===== config.mk =====
export PLATFORM = sky130hd
export DESIGN_NAME = pwm_multi_gen
export DESIGN_NICKNAME = d
export VERILOG_FILES = /design/src/rtl/pwm_pkg.sv /design/src/rtl/pwm_deadtime.sv /design/src/rtl/pwm_multi_gen.sv
export SDC_FILE = /design/constraint.sdc
export NUM_CORES = 1
export LEC_CHECK = 0
export ABC_AREA = 0
export BUFFER_PORTS_ARGS = -buffer_cell sky130_fd_sc_hd__buf_2
export CORE_AREA = 4 4 108 136
export CTS_CLUSTER_SIZE = 40
export DETAILED_ROUTE_END_ITERATION = 6
export DIE_AREA = 0 0 112 140
export GPL_TIMING_DRIVEN = 0
export HOLD_SLACK_MARGIN = 0.02
export PLACE_DENSITY_LB_ADDON = 0.05
export SETUP_SLACK_MARGIN = 0.4
export SLEW_MARGIN = 20
export SYNTH_ARGS = -nofsm -noshare
export SYNTH_HDL_FRONTEND = slang
export SYNTH_SLANG_ARGS = --single-unit

===== constraint.sdc =====
create_clock -name clk -period 3.3 [get_ports clk]
set_clock_uncertainty 0.15 [all_clocks]
set_input_delay 0.165 -clock clk [delete_from_list [all_inputs] [get_ports clk]]
set_output_delay 0.165 -clock clk [all_outputs]
set_load 0.02 [all_outputs]

===== src/rtl/pwm_pkg.sv =====
// Shared types and defaults for the multi-channel PWM generator.
package pwm_pkg;

    localparam int unsigned PWM_W_DEF = 11;

    typedef enum logic {
        PWM_EDGE   = 1'b0,
        PWM_CENTER = 1'b1
    } pwm_mode_e;

    typedef enum logic {
        DIR_UP   = 1'b0,
        DIR_DOWN = 1'b1
    } cnt_dir_e;

endpackage


===== src/rtl/pwm_deadtime.sv =====
// One channel of dead-time insertion: a complementary pair with both sides
// held low for dt cycles after every edge of the raw compare result.
module pwm_deadtime #(
    parameter int unsigned DT_W = 6
) (
    input  logic            clk,
    input  logic            rst_n,
    input  logic            en,
    input  logic            raw,
    input  logic [DT_W-1:0] dt,
    output logic            hi,
    output logic            lo
);

    logic            raw_prev_q;
    logic [DT_W-1:0] timer_q;
    logic [DT_W-1:0] timer_d;
    logic            hi_d;
    logic            lo_d;
    logic            edge_c;

    // Any raw edge (re)arms the timer; the new side is driven once it expires.
    always_comb begin
        timer_d = '0;
        hi_d    = 1'b0;
        lo_d    = 1'b0;
        edge_c  = raw != raw_prev_q;
        if (!en) begin
            timer_d = '0;
        end else if (edge_c && (dt != '0)) begin
            timer_d = dt;
        end else if (timer_q > DT_W'(1)) begin
            timer_d = timer_q - DT_W'(1);
        end else begin
            hi_d = raw;
            lo_d = !raw;
        end
    end

    always_ff @(posedge clk or negedge rst_n) begin
        if (!rst_n) begin
            raw_prev_q <= 1'b0;
            timer_q    <= '0;
            hi         <= 1'b0;
            lo         <= 1'b0;
        end else begin
            raw_prev_q <= raw;
            timer_q    <= timer_d;
            hi         <= hi_d;
            lo         <= lo_d;
        end
    end

endmodule


===== src/rtl/pwm_multi_gen.sv =====
// Multi-channel PWM: one shared period counter (edge or center aligned) with
// NCH comparators and boundary-synchronised shadow registers.
// Optional dead-time pairs are enabled with `define PWM_DEADTIME_EN.
module pwm_multi_gen
    import pwm_pkg::*;
#(
    parameter int unsigned W    = PWM_W_DEF,
    parameter int unsigned NCH  = 4,
    parameter int unsigned DT_W = 6
) (
    input  logic               clk,
    input  logic               rst_n,
    input  logic               en,
    input  logic               load,
    input  logic [W-1:0]       period_in,
    input  logic [NCH*W-1:0]   duty_in,
    input  logic               center_in,
`ifdef PWM_DEADTIME_EN
    input  logic [DT_W-1:0]    dt_in,
    output logic [NCH-1:0]     pwm_n_out,
`endif
    output logic [NCH-1:0]     pwm_out,
    output logic               cycle_start,
    output logic               pending
);

    if (DT_W == 0) begin : g_dt_w_check
        $error("pwm_multi_gen: DT_W must be nonzero");
    end

    logic [W-1:0]          cnt_q;
    logic [W-1:0]          cnt_d;
    cnt_dir_e              dir_q;
    cnt_dir_e              dir_d;

    logic [W-1:0]          period_q;
    logic [W-1:0]          period_s;
    logic [NCH-1:0][W-1:0] duty_q;
    logic [NCH-1:0][W-1:0] duty_s;
    pwm_mode_e             mode_q;
    pwm_mode_e             mode_s;

    logic                  tick_c;
    logic                  apply_c;
    logic                  cs_c;
    logic [NCH-1:0]        raw_c;

    // Counter state register
    always_ff @(posedge clk or negedge rst_n) begin
        if (!rst_n) begin
            cnt_q <= '0;
            dir_q <= DIR_UP;
        end else begin
            cnt_q <= cnt_d;
            dir_q <= dir_d;
        end
    end

    // Next count: every boundary (and idle) restarts the period at 0 going up.
    always_comb begin
        cnt_d = cnt_q;
        dir_d = dir_q;
        if (!en || tick_c) begin
            cnt_d = '0;
            dir_d = DIR_UP;
        end else if (mode_q == PWM_EDGE) begin
            cnt_d = cnt_q + W'(1);
        end else if (dir_q == DIR_UP) begin
            if (cnt_q == period_q) begin
                cnt_d = cnt_q - W'(1);
                dir_d = DIR_DOWN;
            end else begin
                cnt_d = cnt_q + W'(1);
            end
        end else begin
            cnt_d = cnt_q - W'(1);
        end
    end

    // Boundary detection, shadow apply decision and comparators
    always_comb begin
        tick_c  = 1'b0;
        apply_c = 1'b0;
        cs_c    = 1'b0;
        raw_c   = '0;
        if (mode_q == PWM_EDGE) begin
            tick_c = cnt_q == period_q;
        end else begin
            tick_c = ((dir_q == DIR_DOWN) && (cnt_q == W'(1))) ||
                     ((dir_q == DIR_UP) && (cnt_q == period_q) && (period_q <= W'(1)));
        end
        apply_c = pending && !load && (!en || tick_c);
        cs_c    = en && (cnt_q == '0) && (dir_q == DIR_UP);
        for (int unsigned i = 0; i < NCH; i++) begin
            raw_c[i] = cnt_q < duty_q[i];
        end
    end

    // Shadow capture and active update; a load always wins over an apply.
    always_ff @(posedge clk or negedge rst_n) begin
        if (!rst_n) begin
            period_q <= '1;
            period_s <= '1;
            duty_q   <= '0;
            duty_s   <= '0;
            mode_q   <= PWM_EDGE;
            mode_s   <= PWM_EDGE;
            pending  <= 1'b0;
        end else if (load) begin
            period_s <= period_in;
            duty_s   <= duty_in;
            mode_s   <= center_in ? PWM_CENTER : PWM_EDGE;
            pending  <= 1'b1;
        end else if (apply_c) begin
            period_q <= period_s;
            duty_q   <= duty_s;
            mode_q   <= mode_s;
            pending  <= 1'b0;
        end
    end

`ifdef PWM_DEADTIME_EN
    logic [NCH-1:0] raw_q;
    logic           cs_q;
    logic           en_q;

    // Extra stage so the dead-time units see an en aligned with raw_q.
    always_ff @(posedge clk or negedge rst_n) begin
        if (!rst_n) begin
            raw_q       <= '0;
            cs_q        <= 1'b0;
            en_q        <= 1'b0;
            cycle_start <= 1'b0;
        end else begin
            raw_q       <= en ? raw_c : '0;
            cs_q        <= cs_c;
            en_q        <= en;
            cycle_start <= cs_q;
        end
    end

    for (genvar g = 0; g < NCH; g++) begin : g_dt
        pwm_deadtime #(
            .DT_W (DT_W)
        ) u_dt (
            .clk   (clk),
            .rst_n (rst_n),
            .en    (en_q),
            .raw   (raw_q[g]),
            .dt    (dt_in),
            .hi    (pwm_out[g]),
            .lo    (pwm_n_out[g])
        );
    end
`else
    always_ff @(posedge clk or negedge rst_n) begin
        if (!rst_n) begin
            pwm_out     <= '0;
            cycle_start <= 1'b0;
        end else begin
            pwm_out     <= en ? raw_c : '0;
            cycle_start <= cs_c;
        end
    end
`endif

endmodule


==> results of run 1 <==
-- metal layers --
metal,routed length (um),vias to the layer above
met1,6360,2208
li1,-,2174
met5,0,-
met4,261,0
met2,7490,96
met3,460,19
-- kinds of logic after synthesis --
group           synth area share, %
compound gates                 6.51
fa+ha+maj                      8.40
buf+inv                        4.35
xor+xnor                       1.74
flops                          50.0
simple gates                   7.42
mux                            21.5
-- timing repair --
item / 4_1_cts / 5_1_grt
setup buffers: 5 / 13
setup endpoints to repair: 67 / 51
hold buffers: 58 / 0
pin swaps: 2 / 6
gates resized for setup: 14 / 10
endpoints found under the hold margin: 173 / 0
-- critical path, cell delays in order (launching register included) --
cell,delay (ns)
dfrtp_2,0.40
buf_4,0.17
xor2_1,0.17
or3_4,0.37
or4_4,0.56
nand3_4,0.10
nand3b_1,0.14
buf_6,0.19
buf_8,0.16
mux2_4,0.30
-- worst max path at each step --
stage	startpoint	end	slack, ns	cells past startpoint
floorplan	cnt_q[7]	duty_q[0]	0.65	9
global placement	cnt_q[3]	duty_q[4]	0.12	9
detailed placement	cnt_q[3]	duty_q[30]	0.08	9
CTS	cnt_q[3]	duty_q[3]	0.42	9
global route	cnt_q[7]	duty_q[30]	0.38	9
finish	cnt_q[7]	duty_q[30]	0.47	9
-- layout make-up --
type                    count  share of cell area (%)
flip-flops and latches    130                    38.7
multi-input cells         322                    35.5
repair buffers            142                    12.7
clock buffers              20                    5.37
well taps                 175                    2.58
inverters                  46                    2.03
plain buffers              19                    1.59
clock inverters            12                    1.55
-- cell usage in the layout (no fill, tap or decap), types with 19 or more instances in the layout --
| master | netlist | routed |
|---|---|---|
| mux2_4 | 40 | 40 |
| dfrtp_1 | 108 | 100 |
| buf_4 | 0 | 20 |
| ha_1 | 44 | 44 |
| nor2_1 | 19 | 19 |
| dlygate4sd3_1 | 0 | 58 |
| dfstp_2 | 22 | 22 |
| buf_2 | 2 | 65 |
| inv_1 | 46 | 46 |
| mux2_2 | 56 | 56 |
-- power by group --
group	internal (mW)	switching, mW	leakage, nW	total (mW)
sequential	1.89	0.159	1.51	2.05
clock	1.15	0.700	0.280	1.85
combinational	0.521	0.365	2.27	0.887
-- flip-flops by register name, summed over array words and instances, names as in the netlist --
name and flops:
dir_q 1, mode_s 1, duty_q 44, cnt_q 11, duty_s 44, cycle_start 1, pending 1, pwm_out 4
mode_q 1, period_s 11, period_q 11
==> reports/qor.txt, run 1 <==
initial DRC count: 153
Setup TNS: 0 ns
CTS Sinks: 130
routed vias/inst: 5.19
maximum vdd drop: 0.000390 V
Reg2Reg Depth: 9
DR WL/cell: 16.8 um
Leakage Power: 4.06 nW
synthesized cell area: 0.00656 sq mm
FP Rows: 48
Max Clk Rate: 354 MHz
overall die width: 112 um
Finished Cell Area: 0.00850 sq mm
hold slack: 0.0578 ns
fillers: 1114
Reg2Reg Setup Slack: 0.47 ns
number of enable flip-flop cells after synthesis: 0
DRC viols: 0
H-tree levels: 4
crit path DAT: 2.97 ns
Detail Placement HPWL: 9.75 mm
area delta synth->final: 29.7%
Max-slew headroom: 49.5%
CTS tree: built
grt ovf: 0
Die Span Y: 140 um
number of port buffers: 65
PwrDens: 563 mW/mm^2
Hold WC Path Type: input port to asynchronous set/reset pin
DRT Pass-1 Iters: 5
Clk Latency, worst-skew pair: 0.41 ns
initial antenna violation count: 0
n_diodes: 0
Via Count: 4497
Place WS: 0.0772 ns
Synth area leader: dfrtp_1
Num CTS Buffers: 17
Final Instance Count excl. Fillers: 866
layout cells sized above 1: 37.0%
Layout Nets: 782
core area: 0.0135 sq mm
Final GP Congestion: 0.807
Crit Path Category: register to register
RSZ-0062 raised after global routing: true
Max FO, Critical Path: 10
GR Layer Usage met3: 3.41%
crit path capture type: register
startpoint type of the worst setup path: register
final core utilization: 62.9%
final hold viol count: 0
multi-input logic area: 0.00301 sq mm
most frequent cells after synthesis: dfrtp_1, mux2_2, inv_1
Post-Syn Instances: 517
Synth top area share: 41.2%
Clock transition at path regs: 0.06 ns
max-slew violations: 0
run status: completed
#FFs+latches synth: 130
syn avg cell area: 12.7 sq um
number of setup violations in the final report: 0
Placed Cells: 758
final wirelength: 14.6 mm
Async SR Flop Fraction: 100%
Crit Reg-Reg Startpoint: cnt_q[7]
Yosys Warn Count: 0
Storage cell area: 0.00329 sq mm
global-route usage over all layers: 19.9%
first-pass GRT wire length: 24.5 mm
GR peak layer: met2
Worst Tran Pin Value: 0.757 ns
Routed Antenna Nets: 0
Final WS setup: 0.474 ns
Placed Area: 0.00714 sq mm
vias in the first global route: 4758
Total Die Area: 0.0157 sq mm
top-count cell post-synth: dfrtp_1
cell types occupying the most area after synthesis: dfrtp_1, mux2_2, mux2_4, dfstp_2, ha_1
initial cell density of the core: 48.5%
min Tclk post-route: 2.83 ns
I/O pin count: 66
CTS max path bufs: 2
total chip power: 4.79 mW
crit share post-route: 85.6%
ys flop type: dfrtp_1
Mapped Nets: 621
Worst EP required: 3.44 ns
post-synthesis sequential area ratio: 50.0%
Yosys cell types: 44
grt met1 use: 25.5%
pin count of the biggest net entering global routing: 102
RR Endpoint: duty_q[30]
M2 GR Usage: 34.4%
CTS Root Cell: clkbuf_16
Max-Cap Viols: 0
Note: power is estimated with default switching activity, not from simulation.
==> inputs of run 2 (changes only) <==
--- a/config.mk
+++ b/config.mk
@@ -13,7 +13,7 @@
 export DIE_AREA = 0 0 112 140
 export GPL_TIMING_DRIVEN = 0
 export HOLD_SLACK_MARGIN = 0.02
-export PLACE_DENSITY_LB_ADDON = 0.05
+export PLACE_DENSITY_LB_ADDON = 0.25
 export SETUP_SLACK_MARGIN = 0.4
 export SLEW_MARGIN = 20
 export SYNTH_ARGS = -nofsm -noshare
==> reports/qor.txt, run 2 (synthesis gave the netlist of run 1 again) <==
Finished Cell Area: 0.00846 sq mm
global-route usage over all layers: 19.7%
fillers: 1050
number of port buffers: 65
crit path capture type: register
Clock transition at path regs: 0.06 ns
most frequent cells in the layout: dfrtp_1, buf_2, dlygate4sd3_1, mux2_2, inv_1
clock network fraction of total power: 39.7%
Max Clk Rate: 354 MHz
Via Count: 4577
Detail Placement HPWL: 9.72 mm
Final WS setup: 0.471 ns
maximum vdd drop: 0.000300 V
run status: completed
PwrDens: 575 mW/mm^2
CTS tree: built
Total Die Area: 0.0157 sq mm
total chip power: 4.87 mW
first-pass GRT wire length: 24.3 mm
P_int: 3.63 mW
final hold viol count: 0
Placed Area: 0.00713 sq mm
Die Span Y: 140 um
net switching power: 1.24 mW
layout cells sized above 1: 36.6%
area delta synth->final: 29.1%
DR WL/cell: 17.0 um
Place WS: 0.133 ns
grt ovf: 0
sequential share of power: 42.2%
DRT Pass-1 Iters: 6
Final Instance Count excl. Fillers: 860
Final GP Congestion: 0.844
Worst Tran Pin Value: 0.845 ns
overall die width: 112 um
initial DRC count: 155
vias in the first global route: 4785
biggest regs: duty_q x44, duty_s x44
CTS Root Cell: clkbuf_16
number of setup violations in the final report: 0
Sw Share: 25.4%
Clk Latency, worst-skew pair: 0.41 ns
I/O pin count: 66
Max-Cap Viols: 0
startpoint type of the worst setup path: register
FP Rows: 48
H-tree levels: 4
initial antenna violation count: 0
n_diodes: 0
Max-slew headroom: 43.2%
final core utilization: 62.6%
Placed Cells: 758
Reg2Reg Setup Slack: 0.47 ns
crit share post-route: 85.7%
Routed Antenna Nets: 0
Worst EP required: 3.44 ns
pin count of the biggest net entering global routing: 80
core area: 0.0135 sq mm
CTS Sinks: 130
Hold WC Path Type: input port to asynchronous set/reset pin
min Tclk post-route: 2.83 ns
max-slew violations: 0
Layout Nets: 776
Setup TNS: 0 ns
crit path DAT: 2.97 ns
Crit Path Category: register to register
RSZ-0062 raised after global routing: true
CTS max path bufs: 2
combinational share of power: 18.1%
Max FO, Critical Path: 10
Num CTS Buffers: 17
initial cell density of the core: 48.5%
DRC viols: 0
routed vias/inst: 5.32
most common cell after layout, fill and taps aside: dfrtp_1
final wirelength: 14.6 mm
hold slack: 0.119 ns
Leakage Power: 4.04 nW
run 2: cell types whose count changed in the layout (fill, tap and decap cells not counted), sizes merged:
cell / delta
bufinv: +1
clkinv: +1
buf: -5
clkinvlp: -2
clkbuf: -1
run 2: layout make-up:
type | count | area [sq um] | share of cell area (%)
clock inverter | 12 | 155 | 1.83
inverter | 46 | 173 | 2.04
tap | 175 | 219 | 2.59
clock buffer | 20 | 457 | 5.40
buffer | 19 | 118 | 1.39
sequential | 130 | 3290 | 38.9
timing repair buffer | 136 | 1030 | 12.2
multi-input combinational | 322 | 3020 | 35.7
run 2: routing by layer:
metal	track usage (%)	vias up	part of all wire (%)
li1	-	2162	-
met2	33.6	115	51
met4	7.15	0	2.5
met1	24.5	2269	42
met5	0	-	0
met3	4.32	31	4.4
run 2: path summary, 6_finish.rpt:
| check | startpoint | end | depth (start not counted) |
|---|---|---|---|
| worst min-delay path | rst_n | duty_s[4] | 2 |
| max in group asynchronous | rst_n | cnt_q[6] | 3 |
| worst max register to register | cnt_q[1] | duty_q[0] | 8 |
| worst max-delay path | cnt_q[1] | duty_q[0] | 8 |
| worst min register to register | mode_s | mode_q | 1 |
| min in group clk | load | duty_q[10] | 4 |
run 2: power groups by stage:
stage / clock network, mW / registers, mW / logic [mW]
floorplan: 0 / 2.03 / 0.599
global placement: 0 / 2.07 / 0.760
detailed placement: 0 / 2.08 / 0.800
CTS: 1.97 / 2.05 / 0.876
global route: 2.06 / 2.09 / 0.980
finish: 1.93 / 2.05 / 0.880
run 2: worst max-delay path, stage by stage (launching register included):
cell and delay, ns:
dfrtp_2 0.52, xor2_1 0.21, or3_4 0.41, or4_4 0.54, nand3_4 0.12, nand3b_1 0.11, buf_6 0.18, buf_6 0.17
mux2_4 0.30
run 2: repair_timing:
item | in CTS | in global routing
buffers inserted | 6 | 6
hold buffers | 58 | 0
resized for setup | 11 | 6
pin swaps | 1 | 2
endpoints found under the hold margin | 111 | 0
endpoints found under the setup margin | 68 | 46
==> inputs of run 3 (changes only) <==
==> constraint.sdc (replaced) <==
create_clock -name clk -period 2.6 [get_ports clk]
set_clock_uncertainty 0.15 [all_clocks]
set_input_delay 0.13 -clock clk [delete_from_list [all_inputs] [get_ports clk]]
set_output_delay 0.13 -clock clk [all_outputs]
set_load 0.02 [all_outputs]
==> reports/qor.txt, run 3 (synthesis gave the netlist of run 1 again) <==
run status: complete, but fails checks
violated checks: setup timing
Num CTS Buffers: 17
crit path capture type: register
biggest regs: duty_q x44, duty_s x44
PwrDens: 675 mW/mm^2
Placed Area: 0.00717 sq mm
first-pass GRT wire length: 25.9 mm
min Tclk post-route: 2.75 ns
Final GP Congestion: 0.872
Reg2Reg Depth: 8
global-route usage over all layers: 21.0%
final core utilization: 67.2%
number of port buffers: 65
Detail Placement HPWL: 10.2 mm
Reg2Reg Setup Slack: -0.15 ns
most frequent cells in the layout: dfrtp_1, buf_2, dlygate4sd3_1, mux2_2, mux2_4
initial DRC count: 164
initial cell density of the core: 48.5%
number of setup violations in the final report: 58
vias in the first global route: 5201
Clock transition at path regs: 0.06 ns
Finished Cell Area: 0.00908 sq mm
layout cells sized above 1: 45.9%
CTS Root Cell: clkbuf_16
Die Span Y: 140 um
DRC viols: 0
Total Die Area: 0.0157 sq mm
max-slew violations: 0
Worst Tran Pin Value: 0.728 ns
overall die width: 112 um
RR Endpoint: duty_q[30]
I/O pin count: 66
area delta synth->final: 38.5%
CTS max path bufs: 2
Place WS: -0.453 ns
Clk Latency, worst-skew pair: 0.41 ns
most common cell after layout, fill and taps aside: dfrtp_1
RSZ-0062 raised after global routing: true
Setup TNS: -6.83 ns
total chip power: 6.13 mW
startpoint type of the worst setup path: register
final wirelength: 16.2 mm
DR WL/cell: 18.3 um
final hold viol count: 0
pin count of the biggest net entering global routing: 81
initial antenna violation count: 0
Crit Reg-Reg Startpoint: cnt_q[5]
Max-Cap Viols: 0
DRT Pass-1 Iters: 4
routed vias/inst: 5.42
Max FO, Critical Path: 10
Via Count: 4813
Leakage Power: 4.34 nW
FP Rows: 48
n_diodes: 0
Max Clk Rate: 363 MHz
Max-slew headroom: 51.4%
Routed Antenna Nets: 0
CTS tree: built
core area: 0.0135 sq mm
crit path DAT: 2.90 ns
H-tree levels: 4
Crit Path Category: register to register
Layout Nets: 804
maximum vdd drop: 0.000424 V
Worst EP required: 2.75 ns
grt ovf: 0
CTS Sinks: 130
Final WS setup: -0.153 ns
crit share post-route: 106%
Hold WC Path Type: input port to asynchronous set/reset pin
==> run 3: cell types whose count changed in the layout (fill, tap and decap cells not counted), moves of 4 or more <==
cell	before	now
mux2_4	40	54
nor3_2	0	8
mux2_1	16	2
nor3_1	13	4
buf_6	6	10
buf_12	0	5
nor2_4	0	4
buf_4	12	29
buf_2	68	64
nor2_1	19	14
xnor2_1	6	2
buf_8	0	4
==> run 3: report_power, final <==
group / internal [mW] / switching, mW
clock network: 1.32 / 0.847
registers: 2.40 / 0.225
logic: 0.793 / 0.545
total: 4.51 / 1.62
==> run 3: timing repair <==
action | 4_1_cts | 5_1_grt
resized for setup | 51 | 62
endpoints found under the setup margin | 69 | 69
gates cloned | 2 | 1
buffers inserted | 23 | 13
endpoints found under the hold margin | 184 | 1
hold buffers | 58 | 1
pin swaps | 4 | 19
==> run 3: area by class of cell <==
| class | count | area, sq um |
|---|---|---|
| sequential | 130 | 3290 |
| inverter | 46 | 176 |
| timing repair buffer | 164 | 1300 |
| multi-input combinational | 322 | 3330 |
| clock buffer | 27 | 503 |
| fill | 989 | 4430 |
| tap | 175 | 219 |
| clock inverter | 5 | 32.5 |
| buffer | 19 | 224 |
==> run 3: critical path, cell delays in order (launching register included) <==
cell and delay [ns]:
dfrtp_2 0.46, xor2_2 0.20, or3_4 0.40, or4_4 0.46
nand3_4 0.09, nand3b_1 0.18, buf_8 0.23, buf_12 0.16
mux2_4 0.30
==> run 3: metal layers <==
metal / routed length, um / GRT usage, % / part of all wire (%) / up-vias
met5: 0 / 0 / 0 / -
met4: 711 / 11.0 / 4.4 / 0
met3: 663 / 4.11 / 4.1 / 58
met2: 8220 / 36.4 / 51 / 149
met1: 6610 / 24.6 / 41 / 2386
li1: - / - / - / 2220
==> run 3: how the worst max path moves through the flow <==
stage | start | end | depth (start not counted) | slack (ns)
final | cnt_q[5] | duty_q[30] | 8 | -0.15
after CTS | cnt_q[7] | duty_q[30] | 9 | -0.07
after global routing | cnt_q[2] | duty_q[30] | 9 | -0.20
after global placement | rst_n | duty_s[7] | 1 | -0.41
after floorplan | cnt_q[7] | duty_q[0] | 9 | 0.03
after detailed placement | cnt_q[2] | duty_q[26] | 9 | -0.45
==> run 3: metrics by stage <==
step,instances,hold slack [ns]
floorplan,517,-0.316
global placement,757,0.212
detailed placement,758,-0.0843
CTS,873,-0.0830
global route,888,0.106
finish,888,0.0742
